===== config.mk =====
export PLATFORM = sky130hd
export DESIGN_NAME = matmul_ctrl_flat
export DESIGN_NICKNAME = d
export VERILOG_FILES = /design/src/rtl/matmul_pkg.sv /design/src/rtl/matmul_ctrl_if.sv /design/src/rtl/matmul_ctrl_down_counter.sv /design/src/rtl/matmul_ctrl.sv /design/src/flat_wrapper.sv
export SDC_FILE = /design/constraint.sdc
export NUM_CORES = 1
export LEC_CHECK = 0
export CAP_MARGIN = 20
export CORE_MARGIN = 5
export CORE_UTILIZATION = 40
export DETAILED_ROUTE_END_ITERATION = 8
export HOLD_SLACK_MARGIN = 0.02
export PLACE_DENSITY = 0.76
export RECOVER_POWER = 50
export SYNTH_ARGS = -nofsm -noshare
export SYNTH_HDL_FRONTEND = slang
export SYNTH_SLANG_ARGS = --single-unit
export TNS_END_PERCENT = 10

===== constraint.sdc =====
create_clock -name clk_i -period 1.85 [get_ports clk_i]
set_clock_uncertainty 0.1 [all_clocks]
set_input_delay 0.37 -clock clk_i [delete_from_list [all_inputs] [get_ports clk_i]]
set_output_delay 0.37 -clock clk_i [all_outputs]
set_load 0.01 [all_outputs]

===== src/rtl/matmul_pkg.sv =====
// Shared constants and state encoding for the matrix-multiply sequencer,
// the APB slave and the PE array.
package matmul_pkg;

  localparam int unsigned DATA_WIDTH_DEF = 32;
  localparam int unsigned BUS_WIDTH_DEF  = 64;

  function automatic int unsigned calc_max_dim(input int unsigned data_w,
                                               input int unsigned bus_w);
    return bus_w / data_w;
  endfunction

  function automatic int unsigned calc_dim_w(input int unsigned max_dim);
    return $clog2(max_dim) + 1;
  endfunction

  localparam int unsigned MAX_DIM = calc_max_dim(DATA_WIDTH_DEF, BUS_WIDTH_DEF);
  localparam int unsigned DIM_W   = calc_dim_w(MAX_DIM);

  typedef enum logic [2:0] {
    IDLE  = 3'd0,
    CLEAR = 3'd1,
    FEED  = 3'd2,
    DRAIN = 3'd3,
    WRITE = 3'd4
  } state_e;

endpackage


===== src/rtl/matmul_ctrl_if.sv =====
// Control/status bundle between the APB register map (master) and the
// matmul sequencer (slave).
interface matmul_ctrl_if
  import matmul_pkg::*;
#(
  parameter int unsigned DIM_W = matmul_pkg::DIM_W
) ();

  logic             start_i;
  logic             abort_i;
  logic             stall_i;
  logic [DIM_W-1:0] dim_n_i;
  logic [DIM_W-1:0] dim_k_i;
  logic [DIM_W-1:0] dim_m_i;
  logic             a_rd_en_o;
  logic             b_rd_en_o;
  logic [DIM_W-1:0] k_idx_o;
  logic             pe_clear_o;
  logic             pe_valid_o;
  logic             res_we_o;
  logic [DIM_W-1:0] res_row_o;
  logic             busy_o;
  logic             done_o;
  logic             err_o;
  logic [31:0]      cycles_o;

  modport slave (
    input  start_i, abort_i, stall_i, dim_n_i, dim_k_i, dim_m_i,
    output a_rd_en_o, b_rd_en_o, k_idx_o, pe_clear_o, pe_valid_o,
           res_we_o, res_row_o, busy_o, done_o, err_o, cycles_o
  );

  modport master (
    output start_i, abort_i, stall_i, dim_n_i, dim_k_i, dim_m_i,
    input  a_rd_en_o, b_rd_en_o, k_idx_o, pe_clear_o, pe_valid_o,
           res_we_o, res_row_o, busy_o, done_o, err_o, cycles_o
  );

endinterface


===== src/rtl/matmul_ctrl_down_counter.sv =====
// Loadable down-counter with hold and zero flag; one instance per
// sequencer phase. Hold wins over load and decrement.
module ctrl_down_counter
  import matmul_pkg::*;
#(
  parameter int unsigned WIDTH = 2
) (
  input  logic             clk_i,
  input  logic             rst_ni,
  input  logic             hold_i,
  input  logic             load_i,
  input  logic [WIDTH-1:0] load_val_i,
  input  logic             en_i,
  output logic [WIDTH-1:0] cnt_o,
  output logic             zero_o
);

  logic [WIDTH-1:0] cnt_q, cnt_d;

  // Next count: hold, load, or saturating decrement.
  always_comb begin
    cnt_d = cnt_q;
    if (!hold_i) begin
      if (load_i) begin
        cnt_d = load_val_i;
      end else if (en_i && (cnt_q != '0)) begin
        cnt_d = cnt_q - WIDTH'(1);
      end
    end
  end

  // Count register.
  always_ff @(posedge clk_i or negedge rst_ni) begin
    if (!rst_ni) begin
      cnt_q <= '0;
    end else begin
      cnt_q <= cnt_d;
    end
  end

  assign cnt_o  = cnt_q;
  assign zero_o = (cnt_q == '0);

endmodule


===== src/rtl/matmul_ctrl.sv =====
// Matrix-multiply sequencer: CLEAR -> FEED -> DRAIN -> WRITE, with stall,
// abort and sticky busy/done/err status.
// Optional feature: define MATMUL_CTRL_CYCLE_CNT_EN to build the run
// cycle counter behind cycles_o (tied to 0 otherwise).
module matmul_ctrl
  import matmul_pkg::*;
#(
  parameter int unsigned DATA_WIDTH = DATA_WIDTH_DEF,
  parameter int unsigned BUS_WIDTH  = BUS_WIDTH_DEF
) (
  input  logic          clk_i,
  input  logic          rst_ni,
  matmul_ctrl_if.slave  bus
);

  localparam int unsigned MAX_D = calc_max_dim(DATA_WIDTH, BUS_WIDTH);
  localparam int unsigned DW    = calc_dim_w(MAX_D);
  // DRAIN needs room for N+M, up to twice the largest dimension.
  localparam int unsigned CW    = DW + 1;

  localparam logic [DW-1:0] ONE_D    = DW'(1);
  localparam logic [CW-1:0] ONE_C    = CW'(1);
  localparam logic [DW-1:0] MAX_D_V  = DW'(MAX_D);

  function automatic logic dim_ok(input logic [DW-1:0] d);
    return (d != '0) && (d <= MAX_D_V);
  endfunction

  state_e          state_q, state_d;
  logic [DW-1:0]   n_q, n_d, k_q, k_d, m_q, m_d;
  logic            done_q, done_d;
  logic            err_q, err_d;
  logic            pe_valid_q, pe_valid_d;
  logic            dims_ok;
  logic            rd_en;

  logic            feed_ld, feed_en, feed_zero;
  logic            drain_ld, drain_en, drain_zero;
  logic            write_ld, write_en, write_zero;
  logic [DW-1:0]   feed_val, feed_cnt;
  logic [CW-1:0]   drain_val, drain_cnt;
  logic [DW-1:0]   write_val, write_cnt;

  assign dims_ok = dim_ok(bus.dim_n_i) && dim_ok(bus.dim_k_i) && dim_ok(bus.dim_m_i);

  // Phase counters terminate at zero, so each is loaded with length-1;
  // k and row are recovered as (length-1) - remaining.
  ctrl_down_counter #(.WIDTH(DW)) u_feed_cnt (
    .clk_i(clk_i), .rst_ni(rst_ni), .hold_i(bus.stall_i),
    .load_i(feed_ld), .load_val_i(feed_val), .en_i(feed_en),
    .cnt_o(feed_cnt), .zero_o(feed_zero)
  );

  ctrl_down_counter #(.WIDTH(CW)) u_drain_cnt (
    .clk_i(clk_i), .rst_ni(rst_ni), .hold_i(bus.stall_i),
    .load_i(drain_ld), .load_val_i(drain_val), .en_i(drain_en),
    .cnt_o(drain_cnt), .zero_o(drain_zero)
  );

  ctrl_down_counter #(.WIDTH(DW)) u_write_cnt (
    .clk_i(clk_i), .rst_ni(rst_ni), .hold_i(bus.stall_i),
    .load_i(write_ld), .load_val_i(write_val), .en_i(write_en),
    .cnt_o(write_cnt), .zero_o(write_zero)
  );

  // Next-state, dimension latch, status flags and counter control.
  always_comb begin
    state_d   = state_q;
    n_d       = n_q;
    k_d       = k_q;
    m_d       = m_q;
    done_d    = done_q;
    err_d     = err_q;
    feed_ld   = 1'b0;
    feed_en   = 1'b0;
    drain_ld  = 1'b0;
    drain_en  = 1'b0;
    write_ld  = 1'b0;
    write_en  = 1'b0;
    feed_val  = k_q - ONE_D;
    drain_val = CW'(n_q) + CW'(m_q) - ONE_C;
    write_val = n_q - ONE_D;

    if (bus.abort_i) begin
      state_d = IDLE;
      done_d  = 1'b0;
    end else if (state_q == IDLE) begin
      if (bus.start_i) begin
        if (dims_ok) begin
          n_d     = bus.dim_n_i;
          k_d     = bus.dim_k_i;
          m_d     = bus.dim_m_i;
          done_d  = 1'b0;
          err_d   = 1'b0;
          state_d = CLEAR;
        end else begin
          err_d = 1'b1;
        end
      end
    end else begin
      if (bus.start_i) begin
        err_d = 1'b1;
      end
      if (!bus.stall_i) begin
        case (state_q)
          CLEAR: begin
            state_d = FEED;
            feed_ld = 1'b1;
          end
          FEED: begin
            if (feed_zero) begin
              state_d  = DRAIN;
              drain_ld = 1'b1;
            end else begin
              feed_en = 1'b1;
            end
          end
          DRAIN: begin
            if (drain_zero) begin
              state_d  = WRITE;
              write_ld = 1'b1;
            end else begin
              drain_en = 1'b1;
            end
          end
          WRITE: begin
            if (write_zero) begin
              state_d = IDLE;
              done_d  = 1'b1;
            end else begin
              write_en = 1'b1;
            end
          end
          default: state_d = IDLE;
        endcase
      end
    end
  end

  // Output decode from registered state/counters; strobes gated by stall.
  always_comb begin
    rd_en          = (state_q == FEED) && !bus.stall_i;
    pe_valid_d     = rd_en;
    bus.a_rd_en_o  = rd_en;
    bus.b_rd_en_o  = rd_en;
    bus.k_idx_o    = (state_q == FEED) ? (k_q - ONE_D - feed_cnt) : '0;
    bus.pe_clear_o = (state_q == CLEAR) && !bus.stall_i;
    bus.pe_valid_o = pe_valid_q;
    bus.res_we_o   = (state_q == WRITE) && !bus.stall_i;
    bus.res_row_o  = (state_q == WRITE) ? (n_q - ONE_D - write_cnt) : '0;
    bus.busy_o     = (state_q != IDLE);
    bus.done_o     = done_q;
    bus.err_o      = err_q;
  end

  // Sequencer state and status registers.
  always_ff @(posedge clk_i or negedge rst_ni) begin
    if (!rst_ni) begin
      state_q    <= IDLE;
      n_q        <= '0;
      k_q        <= '0;
      m_q        <= '0;
      done_q     <= 1'b0;
      err_q      <= 1'b0;
      pe_valid_q <= 1'b0;
    end else begin
      state_q    <= state_d;
      n_q        <= n_d;
      k_q        <= k_d;
      m_q        <= m_d;
      done_q     <= done_d;
      err_q      <= err_d;
      pe_valid_q <= pe_valid_d;
    end
  end

`ifdef MATMUL_CTRL_CYCLE_CNT_EN
  logic        start_accept;
  logic [31:0] cyc_q, cyc_d;

  assign start_accept = (state_q == IDLE) && bus.start_i && !bus.abort_i && dims_ok;

  // Run cycle count: cleared on accepted start, counts every busy edge.
  always_comb begin
    cyc_d = cyc_q;
    if (state_q != IDLE) begin
      cyc_d = cyc_q + 32'd1;
    end else if (start_accept) begin
      cyc_d = '0;
    end
  end

  // Cycle count register.
  always_ff @(posedge clk_i or negedge rst_ni) begin
    if (!rst_ni) begin
      cyc_q <= '0;
    end else begin
      cyc_q <= cyc_d;
    end
  end

  assign bus.cycles_o = cyc_q;
`else
  assign bus.cycles_o = '0;
`endif

endmodule

===== src/flat_wrapper.sv =====
// flat-port wrapper written by rule: the top's interface ports become plain ports
module matmul_ctrl_flat import matmul_pkg::*;
#(
  parameter int unsigned DATA_WIDTH = DATA_WIDTH_DEF,
  parameter int unsigned BUS_WIDTH  = BUS_WIDTH_DEF
)
  (clk_i, rst_ni, bus_start_i, bus_abort_i, bus_stall_i, bus_dim_n_i, bus_dim_k_i, bus_dim_m_i, bus_a_rd_en_o, bus_b_rd_en_o, bus_k_idx_o, bus_pe_clear_o, bus_pe_valid_o, bus_res_we_o, bus_res_row_o, bus_busy_o, bus_done_o, bus_err_o, bus_cycles_o);
  matmul_ctrl_if bus_i ();
  input  logic clk_i;
  input  logic rst_ni;
  input wire logic [$bits(bus_i.start_i)-1:0] bus_start_i;
  input wire logic [$bits(bus_i.abort_i)-1:0] bus_abort_i;
  input wire logic [$bits(bus_i.stall_i)-1:0] bus_stall_i;
  input wire logic [$bits(bus_i.dim_n_i)-1:0] bus_dim_n_i;
  input wire logic [$bits(bus_i.dim_k_i)-1:0] bus_dim_k_i;
  input wire logic [$bits(bus_i.dim_m_i)-1:0] bus_dim_m_i;
  output wire logic [$bits(bus_i.a_rd_en_o)-1:0] bus_a_rd_en_o;
  output wire logic [$bits(bus_i.b_rd_en_o)-1:0] bus_b_rd_en_o;
  output wire logic [$bits(bus_i.k_idx_o)-1:0] bus_k_idx_o;
  output wire logic [$bits(bus_i.pe_clear_o)-1:0] bus_pe_clear_o;
  output wire logic [$bits(bus_i.pe_valid_o)-1:0] bus_pe_valid_o;
  output wire logic [$bits(bus_i.res_we_o)-1:0] bus_res_we_o;
  output wire logic [$bits(bus_i.res_row_o)-1:0] bus_res_row_o;
  output wire logic [$bits(bus_i.busy_o)-1:0] bus_busy_o;
  output wire logic [$bits(bus_i.done_o)-1:0] bus_done_o;
  output wire logic [$bits(bus_i.err_o)-1:0] bus_err_o;
  output wire logic [$bits(bus_i.cycles_o)-1:0] bus_cycles_o;
  assign bus_i.start_i = bus_start_i;
  assign bus_i.abort_i = bus_abort_i;
  assign bus_i.stall_i = bus_stall_i;
  assign bus_i.dim_n_i = bus_dim_n_i;
  assign bus_i.dim_k_i = bus_dim_k_i;
  assign bus_i.dim_m_i = bus_dim_m_i;
  assign bus_a_rd_en_o = bus_i.a_rd_en_o;
  assign bus_b_rd_en_o = bus_i.b_rd_en_o;
  assign bus_k_idx_o = bus_i.k_idx_o;
  assign bus_pe_clear_o = bus_i.pe_clear_o;
  assign bus_pe_valid_o = bus_i.pe_valid_o;
  assign bus_res_we_o = bus_i.res_we_o;
  assign bus_res_row_o = bus_i.res_row_o;
  assign bus_busy_o = bus_i.busy_o;
  assign bus_done_o = bus_i.done_o;
  assign bus_err_o = bus_i.err_o;
  assign bus_cycles_o = bus_i.cycles_o;
  matmul_ctrl #(.DATA_WIDTH(DATA_WIDTH), .BUS_WIDTH(BUS_WIDTH)) u_core (.clk_i(clk_i), .rst_ni(rst_ni), .bus(bus_i));
endmodule

==> qor.csv, run 1 <==
stage,metric,value,unit
logic_synthesis,Synth Register Bits,19,
placement,Buffers on Ports,22,
logic_synthesis,"Seq/Total Area, Yosys",0.321,
routing,Vias/cell,4.71,
finish,fin cells,250,
floorplanning,Die Ht,70.9,um
floorplanning,I/O pins,55,
sta,worst relative slew slack,0.284,
routing,drt initial violations,39,
clock_tree,Root Driver,clkbuf_8,
worst_setup_path,worst stage delay on the critical path,0.53,ns
finish,Final #Nets,223,
routing,Final ANT Viol Nets,0,
logic_synthesis,Yosys top cell area share,0.321,
global_routing,Tot GR Track Use,0.128,
hold_path,worst hold path type,reg2reg,
clock_tree,CTS buffer count,3,
finish,"commonest non-fill, non-tap cells in the layout","conb_1 (32), buf_4 (24), dfrtp_1 (19), inv_1 (14), clkdlybuf4s50_1 (11)",
worst_setup_path,Startpoint Class,flip-flop,
floorplanning,Core ar.,3630,um^2
worst_setup_path,CP Class,reg2reg,
floorplanning,Starting Density,0.408,
worst_setup_path,CP Cell Sequence,or3b_4 > or4b_4 > o21a_1 > o22a_1,
power,Overall Power,1760,uW
sta,Final Max Tran Viols,0,
worst_setup_path,WP data required,1.91,ns
clock_tree,Sink Count,19,
global_routing,grt total ovfl,0,
finish,share of layout cells above drive strength 1,0.312,
finish,Ant. Diodes,0,
sta,post-layout min period,1.97,ns
floorplanning,die area,5020,um^2
clock_tree,Post-CTS Setup Inserts,0,
routing,WL final,3170,um
sta,RSZ-0062 raised after global routing,true,
routing,Vias,1177,
routing,First-pass DRT Iterations,4,
floorplanning,FP Rows,22,
sta,fin crit share,1.06,
power,Peak supply drop,0.621,mV
finish,"commonest non-fill, non-tap cell in the layout",conb_1,
sta,Peak Freq,509,MHz
worst_setup_path,"slowest stage cell, crit path",or4b_4,
worst_setup_path,Bufs and invs on worst path,0,
placement,placed insts,246,
logic_synthesis,ranking of synthesized cells by area,"dfrtp_1 (32%), buf_4 (17%), ha_1 (7.6%), mux2_2 (6.1%), inv_1 (3.5%)",
floorplanning,Die W,70.9,um
clock_tree,clock latency on the worst-skew pair,0.27,ns
finish,number of fillers in the final layout,355,
worst_setup_path,CP max FO,5,
sta,final hold violation count,0,
logic_synthesis,Mean Syn Cell Area,9.44,um^2
clock_tree,clock transition at the registers of the reported paths,0.08,ns
logic_synthesis,Synth area leader,dfrtp_1,
logic_synthesis,Post-Synthesis Cells,157,
placement,DP HPWL,2560,um
worst_setup_path,"CP delay by family, top",simple AND/OR/NAND/NOR gates,
global_routing,vias in the first global route,1100,
sta,Final WS setup,-0.115,ns
placement,placer congestion estimate,0.847,
logic_synthesis,synthesized area,1480,um^2
status,violated checks,negative setup slack,
power,LEAKAGE,0.000935,uW
clock_tree,worst-case clock buffer depth,2,
sta,Setup Viol. Count Final,6,
global_routing,initial antenna violation count,0,
routing,Residual DRC,0,
clock_tree,CTS tree,done,
global_routing,pin count of the biggest net entering global routing,20,
worst_setup_path,Crit. End Element,flip-flop,
clock_tree,H-tree Lvls,1,
status,outcome,"finished, violations left",
routing,DR WL/cell,12.7,um
logic_synthesis,yosys warns,0,
worst_setup_path,WP data arrival,2.03,ns
power,PD cells,930,nW/um^2
logic_synthesis,distinct cell type count after synthesis,34,
global_routing,first-pass GRT wire length,5100,um
sta,worst-margin pin slew,1.07,ns
finish,Area Overhead vs Synth,27.9,%
run,max_cap viols,0,
-- kinds of logic after synthesis --
group                    Yosys count  share of synthesized area
XOR/XNOR                          12                     0.0709
multiplexers                      12                     0.0878
flip-flops                        19                      0.321
AND/OR/NAND/NOR                   34                      0.142
buffers and inverters             52                      0.215
AO/OA/AOI/OAI                     18                     0.0845
other                              1                    0.00253
adder cells (fa/ha/maj)            9                     0.0760
-- stage by stage --
step	hold slack (ns)	setup WS, ns	utilization	TNS (ns)	area (um^2)
floorplan	-0.0256	-0.0159	-	-0.0319	1600
global placement	0.384	-0.348	0.498	-5.57	1810
detailed placement	0.389	-0.372	0.498	-6.27	1810
CTS	0.344	-0.127	0.519	-0.679	1890
global route	0.425	-0.187	0.521	-1.98	1890
finish	0.414	-0.115	0.521	-0.455	1890
-- worst paths after layout --
check,startpoint,to,slack [ns],depth (start not counted)
setup / recovery,u_core.state_q[0],u_core.u_drain_cnt.cnt_o[1],-0.12,4
hold / removal,u_core.m_q[1],u_core.m_q[1],0.41,1
setup reg to reg,u_core.state_q[0],u_core.u_drain_cnt.cnt_o[1],-0.12,4
hold reg to reg,u_core.m_q[1],u_core.m_q[1],0.41,1
max in group asynchronous,rst_ni,u_core.state_q[2],0.37,2
min in group asynchronous,rst_ni,u_core.m_q[0],0.64,2
-- power breakdown --
part | internal, uW | switching (uW) | total [uW]
clock network | 153 | 162 | 315
logic | 459 | 399 | 858
registers | 519 | 70.5 | 589
total | 1130 | 632 | 1760
-- cell type report --
| class | count | area (um^2) | area share |
|---|---|---|---|
| timing repair buffer | 48 | 384 | 0.203 |
| inverter | 14 | 52.6 | 0.0277 |
| clock buffer | 3 | 41.3 | 0.0218 |
| clock inverter | 1 | 7.51 | 0.00396 |
| sequential | 19 | 475 | 0.251 |
| multi-input combinational | 117 | 873 | 0.461 |
| tap | 48 | 60.1 | 0.0317 |
-- cells in the mapped netlist --
master      n
and4bb_2    1
xnor2_1     6
or4_1       1
nand2b_1    1
a21oi_1     5
mux2_2      8
a2bb2oi_1   1
nor4_1      4
o22a_1      2
mux2i_1     4
conb_1      1
nor4b_1     3
xor2_1      6
o21ai_0     3
or3_1       1
inv_1      14
nand2_1     3
buf_4      33
or4b_4      1
nor2_1      8
o21a_1      2
ha_1        9
dfrtp_1    19
o31ai_1     1
a211o_1     2
nand3_1     6
nand4_1     1
buf_1       1
or3b_1      2
nor4_2      1
nor3_1      1
a22o_1      1
o32a_1      1
clkbuf_1    4
-- state kept, by name (all words and copies together), names as in the netlist --
register and flops:
u_core.u_drain_cnt.cnt_o 3, u_core.u_write_cnt.cnt_o 2, u_core.bus.pe_valid_o 1, u_core.bus.err_o 1
u_core.k_q 2, u_core.state_q 3, u_core.m_q 2, u_core.u_feed_cnt.cnt_o 2
u_core.bus.done_o 1, u_core.n_q 2
-- what timing repair did --
item / 4_1_cts / 5_1_grt
gates cloned: 0 / 0
pin swaps: 5 / 3
endpoints found under the setup margin: 24 / 24
hold endpoints to repair: 0 / 0
hold buffers: 0 / 0
resized for setup: 47 / 6
-- layer usage --
| metal | vias up | GRT usage | wire length (um) | share of wire |
|---|---|---|---|---|
| met2 | 50 | 0.216 | 1540 | 0.48 |
| li1 | 564 | - | - | - |
| met4 | 0 | 0.0626 | 61 | 0.019 |
| met3 | 5 | 0.0241 | 258 | 0.082 |
| met1 | 558 | 0.155 | 1310 | 0.41 |
| met5 | - | 0 | 0 | 0 |
No activity file was read; power rests on OpenSTA's default activity.
==> run 2, diff against run 1 <==
- CTS_BUF_LIST: default -> sky130_fd_sc_hd__clkbuf_4 sky130_fd_sc_hd__clkbuf_8
- SKIP_CTS_REPAIR_TIMING: default -> 1
==> qor.csv, run 2 (synthesis gave the netlist of run 1 again) <==
stage,metric,value,unit
sta,worst relative slew slack,0.295,
floorplanning,Die Ht,70.9,um
global_routing,first-pass GRT wire length,5000,um
sta,Setup Viol. Count Final,7,
run,max_cap viols,0,
worst_setup_path,Startpoint Class,flip-flop,
power,PD cells,912,nW/um^2
placement,placer congestion estimate,0.847,
hold_path,worst hold path type,in2reg,
worst_setup_path,CP Class,reg2reg,
sta,post-layout min period,1.95,ns
placement,Buffers on Ports,22,
clock_tree,Root Driver,clkbuf_8,
worst_setup_path,"CP delay by family, top",simple AND/OR/NAND/NOR gates,
clock_tree,clock transition at the registers of the reported paths,0.08,ns
routing,drt initial violations,45,
finish,"commonest non-fill, non-tap cell in the layout",conb_1,
clock_tree,Sink Count,19,
sta,Final Max Tran Viols,0,
sta,worst-margin pin slew,1.06,ns
finish,fin cells,251,
clock_tree,CTS tree,done,
worst_setup_path,worst stage delay on the critical path,0.53,ns
clock_tree,H-tree Lvls,1,
routing,DR WL/cell,12.7,um
status,violated checks,negative setup slack,
clock_tree,clock latency on the worst-skew pair,0.27,ns
worst_setup_path,CP max FO,5,
finish,"commonest non-fill, non-tap cells in the layout","conb_1 (32), buf_4 (24), dfrtp_1 (19), inv_1 (14)",
floorplanning,Core ar.,3630,um^2
global_routing,Tot GR Track Use,0.125,
worst_setup_path,"slowest stage cell, crit path",or4b_4,
floorplanning,Die W,70.9,um
global_routing,grt total ovfl,0,
routing,Vias/cell,4.70,
routing,First-pass DRT Iterations,4,
global_routing,initial antenna violation count,0,
worst_setup_path,Crit. End Element,flip-flop,
finish,share of layout cells above drive strength 1,0.320,
sta,Peak Freq,514,MHz
sta,RSZ-0062 raised after global routing,true,
routing,WL final,3190,um
finish,Area Overhead vs Synth,30.5,%
floorplanning,FP Rows,22,
routing,Residual DRC,0,
worst_setup_path,Bufs and invs on worst path,0,
floorplanning,die area,5020,um^2
sta,final hold violation count,0,
sta,fin crit share,1.05,
placement,DP HPWL,2560,um
floorplanning,I/O pins,55,
finish,utilization after layout,0.532,
power,Peak supply drop,0.661,mV
routing,Final ANT Viol Nets,0,
placement,placed insts,246,
global_routing,pin count of the biggest net entering global routing,20,
global_routing,vias in the first global route,1099,
worst_setup_path,WP data required,1.91,ns
routing,Vias,1180,
worst_setup_path,CP Cell Sequence,or3b_4 > or4b_4 > o21a_1 > o22a_1,
clock_tree,worst-case clock buffer depth,2,
clock_tree,CTS buffer count,3,
sta,WHS,0.297,ns
worst_setup_path,WP data arrival,2.01,ns
finish,Ant. Diodes,0,
power,LEAKAGE,0.00101,uW
finish,Final #Nets,224,
sta,Final WS setup,-0.0965,ns
floorplanning,Starting Density,0.408,
status,outcome,"finished, violations left",
[run 2: changes by cell type in the layout (fill, tap and decap cells not counted), moves of 3 or more]
cell	change
buf_2	-4
clkbuf_2	+4
clkdlybuf4s50_1	-3
dlymetal6s2s_1	+6
nor2_2	+3
[run 2: where the power goes]
| part | internal [uW] | total, uW | switching (uW) |
|---|---|---|---|
| clock network | 152 | 312 | 159 |
| logic | 458 | 858 | 399 |
| registers | 519 | 593 | 74.0 |
[run 2: worst reg2reg max path, stage by stage, from the launching register on]
cell and delay, ns:
dfrtp_1 0.41, or3b_4 0.43, or4b_4 0.53, o21a_1 0.19, o22a_1 0.19
[run 2: layout make-up]
cell class	instances	area [um^2]
clock buffers	3	41.3
clock inverters	1	7.51
fillers	344	1700
inverters	14	52.6
multi-input cells	117	887
flip-flops and latches	19	475
well taps	48	60.1
repair buffers	49	409
[run 2: path summary, 6_finish.rpt]
| kind | from | endpoint | slack [ns] | cells after the start |
|---|---|---|---|---|
| setup / recovery | u_core.state_q[0] | u_core.u_drain_cnt.cnt_o[1] | -0.1 | 4 |
| hold / removal | bus_dim_m_i[1] | u_core.m_q[1] | 0.30 | 2 |
| setup reg to reg | u_core.state_q[0] | u_core.u_drain_cnt.cnt_o[1] | -0.1 | 4 |
| hold reg to reg | u_core.m_q[1] | u_core.m_q[1] | 0.41 | 1 |
| max in group asynchronous | rst_ni | u_core.state_q[2] | 0.38 | 2 |
| min in group asynchronous | rst_ni | u_core.m_q[0] | 0.63 | 2 |
[run 2: metal layers]
metal	global-route usage	vias to the layer above	wire [um]
met2	0.212	51	1530
met3	0.0227	5	264
met4	0.0626	0	61
met5	0	-	0
met1	0.151	560	1330
li1	-	564	-
[run 2: per-stage QoR]
stage	total power, uW	instance area [um^2]	setup slack (ns)	setup TNS [ns]
after detailed placement	1410	1810	-0.372	-6.27
final	1760	1930	-0.0965	-0.357
after global routing	1890	1930	-0.175	-1.38
after global placement	1370	1810	-0.348	-5.57
after floorplan	1130	1600	-0.0159	-0.0319
after CTS	1730	1860	-0.514	-5.02
==> run 3, diff against run 2 <==
- CORE_MARGIN: 5 -> default
==> qor.csv, run 3 (synthesis gave the netlist of run 1 again) <==
stage,metric,value,unit
placement,DP HPWL,2130,um
global_routing,pin count of the biggest net entering global routing,20,
power,Overall Power,1720,uW
worst_setup_path,Crit. End Element,flip-flop,
worst_setup_path,WP data required,1.89,ns
placement,placer congestion estimate,0.774,
sta,post-layout min period,1.95,ns
power,Peak supply drop,0.482,mV
sta,Sum Neg Setup Slack,-0.353,ns
worst_setup_path,worst reg2reg startpoint,u_core.state_q[2],
routing,First-pass DRT Iterations,4,
finish,Area Overhead vs Synth,30.1,%
finish,Reg area,477,um^2
floorplanning,Die Ht,62.9,um
clock_tree,Sink Count,19,
finish,Ant. Diodes,0,
hold_path,Hold EP,u_core.m_q[0],
worst_setup_path,R2R cell count,4,
status,violated checks,negative setup slack,
finish,"commonest non-fill, non-tap cell in the layout",conb_1,
routing,Vias,1117,
worst_setup_path,Startpoint Class,flip-flop,
finish,number of fillers in the final layout,315,
finish,"commonest non-fill, non-tap cells in the layout","conb_1 (32), buf_4 (18), dfrtp_1 (18), inv_1 (14), dlymetal6s2s_1 (12)",
worst_setup_path,CP max FO,5,
finish,share of layout cells above drive strength 1,0.279,
clock_tree,CTS tree,done,
routing,Final ANT Viol Nets,0,
sta,Peak Freq,512,MHz
sta,WHS,0.308,ns
finish,"Design Area, Final",1930,um^2
worst_setup_path,worst stage delay on the critical path,0.53,ns
global_routing,first-pass GRT wire length,4690,um
worst_setup_path,flop-to-flop setup slack,-0.10,ns
global_routing,Tot GR Track Use,0.148,
worst_setup_path,Bufs and invs on worst path,0,
sta,Final WS setup,-0.103,ns
global_routing,vias in the first global route,1059,
sta,fin crit share,1.06,
floorplanning,FP Rows,21,
floorplanning,die area,3950,um^2
floorplanning,Starting Density,0.430,
finish,area of the multi-input gates,905,um^2
clock_tree,clock latency on the worst-skew pair,0.26,ns
worst_setup_path,Reg2Reg Capture Point,u_core.u_drain_cnt.cnt_o[1],
worst_setup_path,CP Cell Sequence,or3b_4 > or4b_4 > o21a_1 > o22a_1,
routing,Vias/cell,4.60,
worst_setup_path,"slowest stage cell, crit path",or4b_4,
sta,Final Max Tran Viols,0,
worst_setup_path,"CP delay by family, top",simple AND/OR/NAND/NOR gates,
routing,drt initial violations,31,
clock_tree,Root Driver,clkbuf_8,
placement,Buffers on Ports,22,
routing,DR WL/cell,11.7,um
placement,DP Area,1770,um^2
sta,final hold violation count,0,
clock_tree,worst-case clock buffer depth,2,
hold_path,worst hold path startpoint,bus_dim_m_i[0],
power,PD cells,892,nW/um^2
sta,worst relative slew slack,0.283,
sta,worst-margin pin slew,1.08,ns
floorplanning,I/O pins,55,
worst_setup_path,CP Class,reg2reg,
global_routing,initial antenna violation count,0,
clock_tree,clock transition at the registers of the reported paths,0.08,ns
hold_path,worst hold path type,in2reg,
sta,Setup Viol. Count Final,6,
sta,RSZ-0062 raised after global routing,true,
floorplanning,Core ar.,3440,um^2
hold_path,WHS Path Cells,2,
floorplanning,Die W,62.9,um
run,max_cap viols,0,
worst_setup_path,WP data arrival,1.99,ns
global_routing,grt total ovfl,0,
routing,Residual DRC,0,
power,LEAKAGE,0.00105,uW
finish,Final #Nets,218,
placement,DP Worst Slack,-0.364,ns
routing,WL final,2840,um
status,outcome,"finished, violations left",
clock_tree,CTS buffer count,3,
clock_tree,H-tree Lvls,1,
[run 3: cell count changes in the layout (fill, tap and decap cells not counted), moves of 2 or more]
cell	change
clkdlybuf4s50_1	-4
nor2_2	-4
nor4b_1	-2
dlymetal6s2s_1	+5
nor2_1	+3
buf_4	-6
[run 3: how the worst max path moves through the flow]
stage	start	endpoint	slack, ns	depth (start not counted)
5_1_grt	u_core.state_q[2]	u_core.u_drain_cnt.cnt_o[2]	-0.16	4
6_report	u_core.state_q[2]	u_core.u_drain_cnt.cnt_o[1]	-0.10	4
2_1_floorplan	u_core.state_q[2]	u_core.u_drain_cnt.cnt_o[2]	-0.02	4
4_1_cts	u_core.state_q[2]	bus_b_rd_en_o	-0.43	3
3_3_place_gp	bus_stall_i	u_core.u_drain_cnt.cnt_o[1]	-0.33	5
3_5_place_dp	bus_stall_i	u_core.u_write_cnt.cnt_o[1]	-0.36	5
[run 3: power by group]
part           switching (uW)  internal [uW]  total (uW)
Sequential               87.9            521         609
Combinational             365            435         800
Clock                     142            168         310
Total                     595           1120        1720
[run 3: final cells by class]
type	count	area share
clock buffer	4	0.0253
inverter	14	0.0273
multi-input combinational	117	0.469
sequential	19	0.247
tap	46	0.0299
timing repair buffer	43	0.201
[run 3: metal layers]
layer / wire length (um) / GRT usage / up-vias
met4: 36 / 0.0523 / 0
met5: 0 / 0 / -
met2: 1320 / 0.234 / 36
li1: - / - / 555
met1: 1400 / 0.209 / 522
met3: 87 / 0.0128 / 4
[run 3: worst reg2reg max path, delay by kind of cell (launching register included)]
family,cells,cell delay (ns)
AOI/OAI and AO/OA,2,0.38
DFF,1,0.39
and+or+nand+nor,2,0.97
[run 3: through the flow]
stage | util | std cells
after global placement | 0.514 | 239
after floorplan | - | 188
after global routing | 0.560 | 243
after CTS | 0.528 | 243
final | 0.560 | 243
after detailed placement | 0.514 | 239
